## src/rtl/uart_pkg.sv

```systemverilog
// ---------------------------------------------------------------------------
// uart_pkg
// Shared definitions for the UART transmit arbiter and its helpers.
//   arb_state_t : controller state encoding (ARB, LOAD, WAIT_BUSY, WAIT_DONE)
//   clog2()     : ceiling log2 with a floor of 1, usable in constant context
//                 to size requester-index and counter fields.
// ---------------------------------------------------------------------------
package uart_pkg;

   typedef enum logic [1:0] {
      ARB       = 2'd0,
      LOAD      = 2'd1,
      WAIT_BUSY = 2'd2,
      WAIT_DONE = 2'd3
   } arb_state_t;

   // Width needed to hold values 0..n-1; never less than one bit.
   function automatic int clog2(input int n);
      int r;
      r = 32'sd0;
      for (int v = n - 32'sd1; v > 32'sd0; v = v >>> 1) begin
         r = r + 32'sd1;
      end
      return (r < 32'sd1) ? 32'sd1 : r;
   endfunction

endpackage

```

## src/rtl/uart_tx_arbiter_rr_pick.sv

```systemverilog
// ---------------------------------------------------------------------------
// rr_pick
// Combinational round-robin priority picker. Starting at index ptr and
// wrapping modulo N, selects the first set bit of valid.
// Ports:
//   valid  [N-1:0]  request vector
//   ptr    [IW-1:0] highest-priority index for this pick (must be < N)
//   onehot [N-1:0]  one-hot of the winner, 0 when no request
//   idx    [IW-1:0] binary index of the winner, 0 when no request
//   hit             at least one request was found
// ---------------------------------------------------------------------------
module rr_pick
   import uart_pkg::*;
#(
   parameter int N  = 4,
   parameter int IW = clog2(N)
) (
   input  logic [N-1:0]  valid,
   input  logic [IW-1:0] ptr,
   output logic [N-1:0]  onehot,
   output logic [IW-1:0] idx,
   output logic          hit
);

   logic [IW-1:0] cand_s;

   // Walk from lowest to highest priority so the last hit written wins,
   // i.e. the candidate closest to ptr.
   always_comb begin
      onehot = '0;
      idx    = '0;
      hit    = 1'b0;
      cand_s = '0;
      for (int k = N - 1; k >= 0; k--) begin
         cand_s = IW'((int'(ptr) + k) % N);
         if (valid[cand_s]) begin
            onehot         = '0;
            onehot[cand_s] = 1'b1;
            idx            = cand_s;
            hit            = 1'b1;
         end else begin
            hit = hit;
         end
      end
   end

endmodule

```

## src/rtl/uart_tx_arbiter.sv

```systemverilog
// ---------------------------------------------------------------------------
// uart_tx_arbiter
// Shares one UART transmitter among NUM_REQ byte-stream requesters with
// round-robin arbitration at message granularity: once granted, a requester
// keeps the transmitter until it hands over a byte flagged last, or until it
// leaves valid low for GAP_TIMEOUT cycles while the controller waits for data.
// Ports:
//   clk, rst        clock, synchronous active-high reset
//   req_valid/data/last/ready  per-requester byte handshake (data i at [8i+7:8i])
//   tx_data, tx_start          byte and one-cycle start strobe to the transmitter
//   tx_busy                    transmitter busy (asserts the cycle after start)
//   grant                      one-hot current owner, 0 when idle
//   timeout_pulse, timeout_id  revocation strobe and index of revoked owner
// ---------------------------------------------------------------------------
module uart_tx_arbiter
   import uart_pkg::*;
#(
   parameter int NUM_REQ     = 4,
   parameter int GAP_TIMEOUT = 1_250_000
) (
   input  logic                   clk,
   input  logic                   rst,
   input  logic [NUM_REQ-1:0]     req_valid,
   input  logic [8*NUM_REQ-1:0]   req_data,
   input  logic [NUM_REQ-1:0]     req_last,
   output logic [NUM_REQ-1:0]     req_ready,
   output logic [7:0]             tx_data,
   output logic                   tx_start,
   input  logic                   tx_busy,
   output logic [NUM_REQ-1:0]     grant,
   output logic                   timeout_pulse,
   output logic [2:0]             timeout_id
);

   localparam int IW = clog2(NUM_REQ);
   localparam int CW = clog2(GAP_TIMEOUT);
   localparam logic [CW-1:0] GAP_LAST = CW'(GAP_TIMEOUT - 1);
   localparam logic [IW-1:0] IDX_LAST = IW'(NUM_REQ - 1);

   arb_state_t          state_r, state_s;
   logic [NUM_REQ-1:0]  grant_r, grant_s;
   logic [IW-1:0]       g_idx_r, g_idx_s;
   logic [IW-1:0]       rr_ptr_r, rr_ptr_s;
   logic                last_flag_r, last_flag_s;
   logic [CW-1:0]       gap_cnt_r, gap_cnt_s;
   logic                timeout_pulse_r, timeout_pulse_s;
   logic [2:0]          timeout_id_r, timeout_id_s;

   logic [NUM_REQ-1:0]  pick_onehot_s;
   logic [IW-1:0]       pick_idx_s;
   logic                pick_hit_s;

   logic                g_valid_s;
   logic                g_last_s;
   logic [7:0]          g_data_s;
   logic [IW-1:0]       rr_next_s;

   rr_pick #(
      .N  (NUM_REQ),
      .IW (IW)
   ) u_pick (
      .valid  (req_valid),
      .ptr    (rr_ptr_r),
      .onehot (pick_onehot_s),
      .idx    (pick_idx_s),
      .hit    (pick_hit_s)
   );

   // Route the granted requester's handshake signals; other requesters are ignored.
   always_comb begin
      g_valid_s = 1'b0;
      g_last_s  = 1'b0;
      g_data_s  = 8'h00;
      for (int i = 0; i < NUM_REQ; i++) begin
         if (grant_r[i]) begin
            g_valid_s = req_valid[i];
            g_last_s  = req_last[i];
            g_data_s  = req_data[8*i +: 8];
         end else begin
            g_data_s = g_data_s;
         end
      end
   end

   // Pointer value that puts the requester after the current owner first.
   always_comb begin
      if (g_idx_r == IDX_LAST) begin
         rr_next_s = '0;
      end else begin
         rr_next_s = g_idx_r + IW'(1);
      end
   end

   // Next-state and handshake/transmitter outputs.
   always_comb begin
      state_s         = state_r;
      grant_s         = grant_r;
      g_idx_s         = g_idx_r;
      rr_ptr_s        = rr_ptr_r;
      last_flag_s     = last_flag_r;
      gap_cnt_s       = gap_cnt_r;
      timeout_pulse_s = 1'b0;
      timeout_id_s    = timeout_id_r;
      req_ready       = '0;
      tx_start        = 1'b0;
      tx_data         = 8'h00;
      case (state_r)
         ARB: begin
            gap_cnt_s = '0;
            grant_s   = '0;
            if (!tx_busy && pick_hit_s) begin
               grant_s = pick_onehot_s;
               g_idx_s = pick_idx_s;
               state_s = LOAD;
            end else begin
               state_s = ARB;
            end
         end
         LOAD: begin
            req_ready = grant_r;
            if (g_valid_s) begin
               tx_start    = 1'b1;
               tx_data     = g_data_s;
               last_flag_s = g_last_s;
               gap_cnt_s   = '0;
               state_s     = WAIT_BUSY;
            end else if (gap_cnt_r == GAP_LAST) begin
               // Owner stalled mid-message: revoke and move past it.
               timeout_pulse_s = 1'b1;
               timeout_id_s    = 3'(g_idx_r);
               grant_s         = '0;
               rr_ptr_s        = rr_next_s;
               gap_cnt_s       = '0;
               state_s         = ARB;
            end else begin
               gap_cnt_s = gap_cnt_r + CW'(1);
            end
         end
         WAIT_BUSY: begin
            if (tx_busy) begin
               state_s = WAIT_DONE;
            end else begin
               state_s = WAIT_BUSY;
            end
         end
         WAIT_DONE: begin
            if (!tx_busy) begin
               if (last_flag_r) begin
                  grant_s  = '0;
                  rr_ptr_s = rr_next_s;
                  state_s  = ARB;
               end else begin
                  state_s = LOAD;
               end
            end else begin
               state_s = WAIT_DONE;
            end
         end
         default: begin
            state_s   = ARB;
            grant_s   = '0;
            gap_cnt_s = '0;
         end
      endcase
   end

   // Controller state registers.
   always_ff @(posedge clk) begin
      if (rst) begin
         state_r         <= ARB;
         grant_r         <= '0;
         g_idx_r         <= '0;
         rr_ptr_r        <= '0;
         last_flag_r     <= 1'b0;
         gap_cnt_r       <= '0;
         timeout_pulse_r <= 1'b0;
         timeout_id_r    <= 3'd0;
      end else begin
         state_r         <= state_s;
         grant_r         <= grant_s;
         g_idx_r         <= g_idx_s;
         rr_ptr_r        <= rr_ptr_s;
         last_flag_r     <= last_flag_s;
         gap_cnt_r       <= gap_cnt_s;
         timeout_pulse_r <= timeout_pulse_s;
         timeout_id_r    <= timeout_id_s;
      end
   end

   assign grant         = grant_r;
   assign timeout_pulse = timeout_pulse_r;
   assign timeout_id    = timeout_id_r;

endmodule
```

## config.mk

```make
export PLATFORM = sky130hd
export DESIGN_NAME = uart_tx_arbiter
export DESIGN_NICKNAME = d
export VERILOG_FILES = /design/src/rtl/uart_pkg.sv /design/src/rtl/uart_tx_arbiter_rr_pick.sv /design/src/rtl/uart_tx_arbiter.sv
export SDC_FILE = /design/constraint.sdc
export NUM_CORES = 1
export LEC_CHECK = 0
export BUFFER_PORTS_ARGS = -buffer_cell sky130_fd_sc_hd__buf_4
export CAP_MARGIN = 5
export CORE_MARGIN = 1
export CORE_UTILIZATION = 35
export CTS_BUF_LIST = sky130_fd_sc_hd__clkbuf_8 sky130_fd_sc_hd__clkbuf_16
export DETAILED_ROUTE_END_ITERATION = 10
export SLEW_MARGIN = 20
export SYNTH_ARGS = -nofsm -noshare
export SYNTH_HDL_FRONTEND = slang
export SYNTH_HIERARCHICAL = 1
export SYNTH_SLANG_ARGS = --single-unit
```

## constraint.sdc

```tcl
create_clock -name clk -period 3.12 [get_ports clk]
set_input_delay 0.468 -clock clk [delete_from_list [all_inputs] [get_ports clk]]
set_output_delay 0.468 -clock clk [all_outputs]
set_load 0.1 [all_outputs]
```

# Word-level counts from Yosys, hierarchy flattened
# Cells that the tools add are included.
totals:
  register_bits: 35
  latchBits: 0
  ramBits: 0
  mem_bits_ro: 0
  output_inout_bits: 21
  memories: 0
op_classes:
  addsub: 5
  mul: 0
  div_mod_pow: 0
  magnitude_cmp: 8
  n_eq_ne: 10
  shifts: 0
  muxes: 68
  n_bitwise: 2
  n_reduce_logical: 16
op_table:
  columns: ["op", "count"]
  rows:
  - ["$mux 8", 6]
  - ["$mux 21", 2]
  - ["$pmux 21 s2", 1]
  - ["$mux 4", 10]
  - ["$mux 1", 26]
  - ["$mux 2", 12]
  - ["$add 21x1->21 const B", 1]
  - ["$eq 21x21->1 const B", 1]
  - ["$lt 2x3->1 const B", 4]
  - ["$pmux 4 s3", 1]
  - ["$reduce_and 5->1", 2]
  - ["$bmux 1 s2", 4]
  - ["$demux 1 s2", 4]
  - ["$ge 2x1->1 const B", 4]
  - ["$ne 2x2->1 const B", 4]
  - ["$pmux 2 s4", 1]
  - ["$eq 2x2->1 const B", 3]
  - ["$logic_and 1x1->1", 5]
  - ["$add 2x1->2 const B", 2]
  - ["$add 2x2->2 const B", 2]
  - ["$pmux 2 s2", 1]
  - ["$reduce_and 2->1", 2]
  - ["$reduce_bool 2->1", 2]
  - ["$ne 3x3->1 const B", 1]
  - ["7 further kinds", 8]

# Logic depth before layout (Yosys ltp)
# Gate-level depths: netlist of the first run.
depth:
  depth_word: 11
  depth_mapped: 10
  ltp_nobuf: 8

# Modules after synthesis
# Netlist of the first run, hierarchy kept.
by_module_without_submodules:
  columns: ["module", "instances", "cells_each", "area_each_um2", "seq_area_each_um2"]
  rows:
  - ["uart_tx_arbiter", 1, 273, 2239.6, 700.7]
  - ["rr_pick", 1, 61, 509.2, 0.0]

# Worst setup path before layout of the first run
# OpenSTA, ideal clock, no wires.
synth_timing:
  path_kind: "reg2out"
  startpoint: "register grant_r[1] (netlist: grant[1])"
  endpoint: "output port tx_data[0]"
  arrival_ns: 3.249
  required_time_ns: 2.652
  slack_ns: -0.597
  stages_incl_launch_ff: 6
  n_path_buf: 1
  path_cell_list: "dfxtp_1 a211oi_1 a211oi_4 nand2_2 buf_2 nor2_1"
synth_between:
  elab_chain_cells: 5
  word_cells_on_any_way: 8
  classes_between: "8 x mux"
synth_lines:
  columns: ["item", "line_no", "rtl"]
  rows:
  - ["start, declared", "uart_tx_arbiter.sv:41", "logic [NUM_REQ-1:0] grant_r, grant_s;"]
  - ["start signal, assigned", "uart_tx_arbiter.sv:180", "grant_r <= grant_s;"]
  - ["$mux 8 or $mux 1 (tied branches) (3 in a row)", "uart_tx_arbiter.sv:75", "if (grant_r[i]) begin"]
  - ["$mux 8 (*)", "uart_tx_arbiter.sv:121", "if (g_valid_s) begin"]
  - ["$mux 8 (*)", "uart_tx_arbiter.sv:107", "case (state_r)"]
  - ["end, declared", "uart_tx_arbiter.sv:27", "output logic [7:0] tx_data,"]
# Every way passes the cells marked *; elsewhere a longest branch is shown, timed or not.

# Final worst setup path of the first run
layout_timing:
  startpoint: "register grant_r[1] (netlist: grant[1])"
  endpoint: "output port tx_data[5]"
# Same word-level chain as after synthesis.

==> results of run 1 <==
==> tightest hold or removal path, delay by kind of cell (launching register included) <==
kind,cells,cell delay [ns]
AOI/OAI and AO/OA,1,0.07
buffers and inverters,1,0.06
DFF,1,0.30
==> final timing paths <==
kind / startpoint / to / slack (ns) / cells past startpoint
worst min-delay path: last_flag_r$_SDFFE_PP0P_ / last_flag_r$_SDFFE_PP0P_ / 0.48 / 2
worst max-delay path: grant[1]$_SDFFE_PP0P_ / tx_data[5] / 0.47 / 5
worst min register to register: last_flag_r$_SDFFE_PP0P_ / last_flag_r$_SDFFE_PP0P_ / 0.48 / 2
worst max register to register: state_r[1]$_SDFFE_PP0P_ / gap_cnt_r[12]$_SDFFE_PP0P_ / 0.84 / 7
==> Yosys cell counts, types with 3 or more instances <==
cell / number / share of area (%)
nor2b_1: 13 / 3.0
o21ai_0: 8 / 1.5
nand3b_1: 4 / 1.1
a211o_1: 3 / 0.96
dfxtp_1: 35 / 25
nand2b_1: 8 / 1.8
buf_6: 3 / 1.2
a221oi_1: 10 / 3.2
buf_4: 3 / 0.82
nor3_1: 16 / 2.9
nand4_1: 9 / 2.0
xor2_1: 5 / 1.6
mux2i_1: 9 / 3.3
xnor2_1: 9 / 2.9
nor4_1: 4 / 0.91
ha_1: 14 / 6.4
a22oi_1: 4 / 1.1
buf_2: 3 / 0.55
clkbuf_1: 10 / 1.4
and2_1: 5 / 1.1
a21oi_1: 21 / 3.8
nand2_1: 22 / 3.0
nand3_1: 4 / 0.73
a31oi_1: 6 / 1.4
nor2_1: 42 / 5.7
inv_1: 12 / 1.6
==> kinds of logic after synthesis <==
group | after synthesis
compound gates | 68
xor+xnor | 14
fa+ha+maj | 14
buf+inv | 31
flops | 35
mux | 16
other cells | 1
simple gates | 155
==> per-stage QoR <==
stage | utilization, % | std cells | instance area (µm²) | power, mW
after floorplan | - | 334 | 2769 | 0.6337
after global placement | 44.37 | 481 | 3287 | 0.7018
after detailed placement | 44.37 | 481 | 3287 | 0.7048
after CTS | 45.89 | 489 | 3400 | 1.117
after global routing | 45.89 | 489 | 3400 | 1.153
final | 45.89 | 489 | 3400 | 1.108
==> power by group through the flow <==
stage	Sequential, mW	Clock [mW]	Combinational, mW
6_report	0.461	0.415	0.232
3_5_place_dp	0.472	0	0.233
5_1_grt	0.462	0.439	0.252
4_1_cts	0.461	0.423	0.233
2_1_floorplan	0.488	0	0.146
3_3_place_gp	0.471	0	0.230
==> cells in the final DEF (no fill, tap or decap), types with 3 or more instances in the layout <==
| master | instances |
|---|---|
| a211o_1 | 3 |
| a21oi_1 | 21 |
| a221oi_1 | 10 |
| a22oi_1 | 4 |
| a31oi_1 | 6 |
| and2_1 | 5 |
| buf_4 | 67 |
| clkbuf_8 | 5 |
| dfxtp_1 | 35 |
| ha_1 | 14 |
| inv_1 | 12 |
| mux2i_1 | 9 |
| nand2_1 | 22 |
| nand2b_1 | 8 |
| nand3_1 | 4 |
| nand3b_1 | 4 |
| nand4_1 | 9 |
| nor2_1 | 34 |
| nor2_2 | 10 |
| nor2b_1 | 13 |
| nor3_1 | 16 |
| nor4_1 | 4 |
| o21ai_0 | 8 |
| xnor2_1 | 9 |
| xor2_1 | 5 |
==> cell type report <==
cell class	instances	area (µm²)
inverter	12	45.04
fill	709	4009
timing repair buffer	67	503.0
multi-input combinational	268	1914
clock buffer	5	68.82
clock inverter	3	43.79
tap	99	123.9
sequential	35	700.7
==> registers in the layout, summed over array words and instances, names as in the netlist <==
signal and cells:
g_idx_r 2, gap_cnt_r 21, grant 4, last_flag_r 1
rr_ptr_r 2, state_r 2, timeout_id 2, timeout_pulse 1
==> layer usage <==
layer | wire length, µm | vias up | global-route usage [%]
met5 | 0 | - | 0
met4 | 40 | 0 | 3.629
met3 | 343 | 5 | 3.620
met2 | 2998 | 66 | 25.32
met1 | 3234 | 1178 | 22.61
li1 | - | 1311 | -
==> flow_summary_export.csv, run 1 <==
group,metric,value,unit
status,status,"finished, final reports clean",
setup_path,startpoint_type,"flip-flop",
placed_design,pre_cts_ws,0.6741,ns
clock_network,cts-resized-gates,0,
yosys,synth_compound_area_share,18.21,%
placed_design,gp_congestion,0.8830,
sta,hold-worst-slack,0.4842,ns
sta,period_share,85.03,%
yosys,yosys.area_share.simple,32.13,%
floorplan,core,0.007408,mm²
yosys,synth_top_family_by_area,"simple AND/OR/NAND/NOR gates",
yosys,yosys_register_bits,35,
clock_network,clock_path_buffers,2,
power_and_ir_drop,internal_power,0.7868,mW
global_route,grt_pass1_wl,10.95,mm
detailed_routing,avgRoutedWirePerCell,13.53,µm
yosys,ys_async_sr_fraction,0,%
clock_network,clock-root-buffer,"clkbuf_8",
sta,grt_setup_unrepaired,"no",
sta,hold_viol,0,
setup_path,crit_arrival,2.18,ns
setup_path,worst-path-max-fanout,14,
yosys,yosysUniqueCellTypes,66,
global_route,grt_start_max_net_pins,22,
sta,drv_slew,0,
yosys,synth_xor_area_share,4.461,%
setup_path,endpoint_kind,"output pin",
placed_design,portBuffers,62,
setup_path,path_buf_inv,1,
yosys,synth_ff_type,"dfxtp_1",
sta,finClkSkew,0.01640,ns
clock_network,insertion_delay,0.29,ns
sta,setup_ws,0.4671,ns
clock_network,ctsHtreeMaxLevel,2,
floorplan,start_util,37.11,%
sta,fmax,377.0,MHz
floorplan,ios,64,
clock_network,cts_setup_buffers,0,
power_and_ir_drop,leakagePower,1.289,nW
floorplan,row_count,31,
setup_path,crit_slowest_cell,"dfxtp_1",
power_and_ir_drop,comb_power_share,20.9,%
sta,min_period,2.653,ns
clock_network,cts_hold_buf,0,
detailed_routing,drc,0,
setup_path,path_cells,"a211oi_1 > a211oi_4 > nand2_2 > nor2_2 > buf_4",
setup_path,cp_top_family,"compound AO/OA/AOI/OAI gates",
placed_design,hpwl,4.939,mm
detailed_routing,ant_nets,0,
yosys,ys_seq_area_share,25.49,%
global_route,grt.total_usage,16.21,%
clock_network,numCtsBuffers,5,
sta,setup_violations,0,
yosys,synthesis.area,0.002749,mm²
power_and_ir_drop,seqPwrFrac,41.6,%
setup_path,worstSetupPathType,"reg2out",
clock_network,cts_sinks,35,
detailed_routing,viasPerCell,5.235,
yosys,synthCells,334,
detailed_routing,drt_iter0_drc,70,
finish,drive_gt1_share,27.69,%
power_and_ir_drop,clkPwrFrac,37.5,%
setup_path,worstPathRequired,2.65,ns
global_route,antenna_found_initial,0,
yosys,avgSynthCellArea,8.230,µm²
yosys,synth_fp_nets,391,
yosys,synthAdderAreaFrac,6.372,%
detailed_routing,num_vias,2560,
yosys,synthMuxAreaShare,7.601,%
sta,worst_pin_slew,0.6323,ns
sta,slew_headroom,57.76,%
yosys,synth_edf_count,0,
power_and_ir_drop,power_density,325.9,mW/mm²
setup_path,cp_slowest_stage_delay,0.49,ns
power_and_ir_drop,ir_worst_vdd,0.0003695,V
power_and_ir_drop,switching_share,28.99,%
floorplan,die_x,90.62,µm
hold_path,hp-class,"reg2reg",
detailed_routing,routed_wirelength,6.617,mm
power_and_ir_drop,power_switching,0.3212,mW
floorplan,die_area,0.008212,mm²
clock_network,cts_tree,"yes",
flow_run,cap_violations,0,
global_route,grt_overflow,0,
yosys,ys_warn_count,6,
global_route,grt_pass1_vias,2291,
floorplan,die_h,90.62,µm
finish,syn_to_final_growth,23.67,%
detailed_routing,dr.pass1.iters,5,
finish,num_antenna_cells,0,
sta,tns,0,ns
clock_network,clkTransAtPathRegs,0.08,ns
finish,nNetsFinal,446,
(Power assumes the default switching activity.)
==> inputs of run 2 (changes only) <==
--- a/config.mk
+++ b/config.mk
@@ -7,10 +7,14 @@
 export LEC_CHECK = 0
 export BUFFER_PORTS_ARGS = -buffer_cell sky130_fd_sc_hd__buf_4
 export CAP_MARGIN = 5
+export CELL_PAD_IN_SITES_DETAIL_PLACEMENT = 1
+export CELL_PAD_IN_SITES_GLOBAL_PLACEMENT = 1
 export CORE_MARGIN = 1
 export CORE_UTILIZATION = 35
 export CTS_BUF_LIST = sky130_fd_sc_hd__clkbuf_8 sky130_fd_sc_hd__clkbuf_16
 export DETAILED_ROUTE_END_ITERATION = 10
+export GPL_ROUTABILITY_DRIVEN = 1
+export PLACE_DENSITY_LB_ADDON = 0.1
 export SLEW_MARGIN = 20
 export SYNTH_ARGS = -nofsm -noshare
 export SYNTH_HDL_FRONTEND = slang
==> run 2 against run 1 <==
Critical path depth is 1 higher. Clock skew fell by 0.011 ns. Clock power decreased by 22%. Final cell count did not move. First-iteration DRC count grew 130%. Die area unchanged. Combinational power grew 3%. Maximum frequency shrank 0.47%. Sequential power about the same. Register-to-register slack lost 0.05 ns.
==> flow_summary_export.csv, run 2 (synthesis gave the netlist of run 1 again) <==
group,metric,value,unit
status,status,"finished, final reports clean",
floorplan,ios,64,
sta,min_period,2.666,ns
finish,regArea,700.7,µm²
detailed_routing,num_vias,2627,
placed_design,placed_area,0.003287,mm²
floorplan,die_x,90.62,µm
clock_network,clock_path_buffers,2,
setup_path,crit_slowest_cell,"a211oi_4",
setup_path,crit_arrival,2.20,ns
detailed_routing,dr.pass1.iters,4,
setup_path,r2r.worst_path.cells,6,
setup_path,worstSetupPathType,"reg2out",
setup_path,cp_common_cell,"buf_4",
global_route,grt.total_usage,19.91,%
finish,top_register,"gap_cnt_r",
clock_network,insertion_delay,0.29,ns
clock_network,clock-root-buffer,"clkbuf_8",
finish,num-fill-cells,933,
global_route,grt_start_max_net_pins,23,
sta,finClkSkew,0.005132,ns
global_route,grt_pass1_vias,2619,
power_and_ir_drop,ir_worst_vdd,0.0001899,V
floorplan,die_h,90.62,µm
clock_network,cts_hold_buf,0,
power_and_ir_drop,power_density,303.3,mW/mm²
sta,drv_slew,0,
detailed_routing,viasPerCell,5.372,
clock_network,cts_setup_buffers,0,
global_route,grt_overflow,0,
floorplan,core,0.007408,mm²
finish,largest_register_ffs,21,
setup_path,worst-path-max-fanout,22,
clock_network,numCtsBuffers,5,
sta,fmax,375.2,MHz
clock_network,clkTransAtPathRegs,0.07,ns
floorplan,die_area,0.008212,mm²
sta,setup_violations,0,
clock_network,cts_sinks,35,
sta,tns,0,ns
floorplan,start_util,37.11,%
floorplan,row_count,31,
placed_design,hpwl,5.883,mm
clock_network,ctsHtreeMaxLevel,2,
detailed_routing,drt_iter0_drc,159,
sta,grt_setup_unrepaired,"no",
sta,hold_viol,0,
finish,final_util,45.50,%
detailed_routing,avgRoutedWirePerCell,15.97,µm
setup_path,timing.rr.start,"state_r[1]$_SDFFE_PP0P_",
detailed_routing,ant_nets,0,
placed_design,portBuffers,62,
global_route,grt_pass1_wl,13.24,mm
global_route,antenna_found_initial,0,
clock_network,cts-resized-gates,0,
finish,multi_input_area,0.001914,mm²
hold_path,min_path_cells,2,
setup_path,endpoint_kind,"output pin",
finish,num_antenna_cells,0,
setup_path,path_cells,"buf_4 > nor3b_1 > a211oi_4 > nand2_2 > nor2_2 > buf_4",
power_and_ir_drop,leakagePower,1.278,nW
detailed_routing,drc,0,
finish,final_cell_mix,"67 x buf_4, 35 x dfxtp_1, 34 x nor2_1",
hold_path,hp-class,"reg2reg",
setup_path,cp_slowest_stage_delay,0.39,ns
sta,period_share,85.43,%
setup_path,startpoint_type,"flip-flop",
setup_path,r2r_slack,0.79,ns
clock_network,cts_tree,"yes",
finish,nNetsFinal,446,
placed_design,gp_congestion,0.7847,
sta,worst_pin_slew,0.6556,ns
detailed_routing,routed_wirelength,7.809,mm
flow_run,cap_violations,0,
finish,fin_area,0.003371,mm²
hold_path,min_from,"gap_cnt_r[1]$_SDFFE_PP0P_",
finish,mostFrequentLayoutCell,"buf_4",
sta,hold-worst-slack,0.4870,ns
finish,syn_to_final_growth,22.62,%
sta,slew_headroom,56.15,%
finish,drive_gt1_share,27.69,%
setup_path,reg2reg_to,"gap_cnt_r[12]$_SDFFE_PP0P_",
hold_path,hold_end,"gap_cnt_r[1]$_SDFFE_PP0P_",
setup_path,worstPathRequired,2.65,ns
## run 2: changes by cell type in the layout (fill, tap and decap cells not counted)
cell / before / now
bufinv_16: 1 / 0
clkinv_2: 1 / 3
clkinv_4: 1 / 0
## run 2: how the worst max path moves through the flow
stage,start,endpoint,slack (ns),cells past startpoint
6_report,grant[2]$_SDFFE_PP0P_,tx_data[0],0.45,6
5_1_grt,grant[1]$_SDFFE_PP0P_,tx_data[3],0.31,7
4_1_cts,grant[2]$_SDFFE_PP0P_,tx_data[0],0.41,6
3_5_place_dp,req_valid[0],tx_data[0],0.64,6
3_3_place_gp,req_valid[1],tx_data[0],0.70,6
2_1_floorplan,grant[1]$_SDFFE_PP0P_,tx_data[0],-0.17,5
## run 2: final cells by class
| cell class | count | area share (%) |
|---|---|---|
| tap | 99 | 3.675 |
| clock buffer | 5 | 2.042 |
| multi-input combinational | 268 | 56.79 |
| inverter | 12 | 1.336 |
| timing repair buffer | 67 | 14.92 |
| sequential | 35 | 20.79 |
| clock inverter | 3 | 0.4454 |
## run 2: through the flow
| stage | setup WS (ns) | power [mW] | cells |
|---|---|---|---|
| after floorplan | -0.1716 | 0.6337 | 334 |
| after global placement | 0.7033 | 0.7058 | 481 |
| after detailed placement | 0.6366 | 0.7105 | 481 |
| after CTS | 0.4070 | 1.037 | 489 |
| after global routing | 0.3071 | 1.077 | 489 |
| final | 0.4545 | 1.022 | 489 |
## run 2: layer usage
metal	share of wire, %	global-route usage (%)	routed length [µm]	vias to the layer above
li1	-	-	-	1312
met1	50	28.19	3927	1259
met2	46	31.50	3614	48
met3	2.8	3.199	220	8
met4	0.60	4.435	47	0
met5	0	0	0	-
## run 2: critical path, delay by kind of cell, from the launching register on
family          cells  cell delay [ns]
buf+inv             2             0.50
flops               1             0.32
simple gates        3             0.70
compound gates      1             0.39
## run 2: power breakdown
group	total, mW	internal [mW]	switching [mW]
Clock	0.324	0.153	0.171
Sequential	0.460	0.453	0.00682
Combinational	0.238	0.0954	0.143
Total	1.02	0.702	0.321
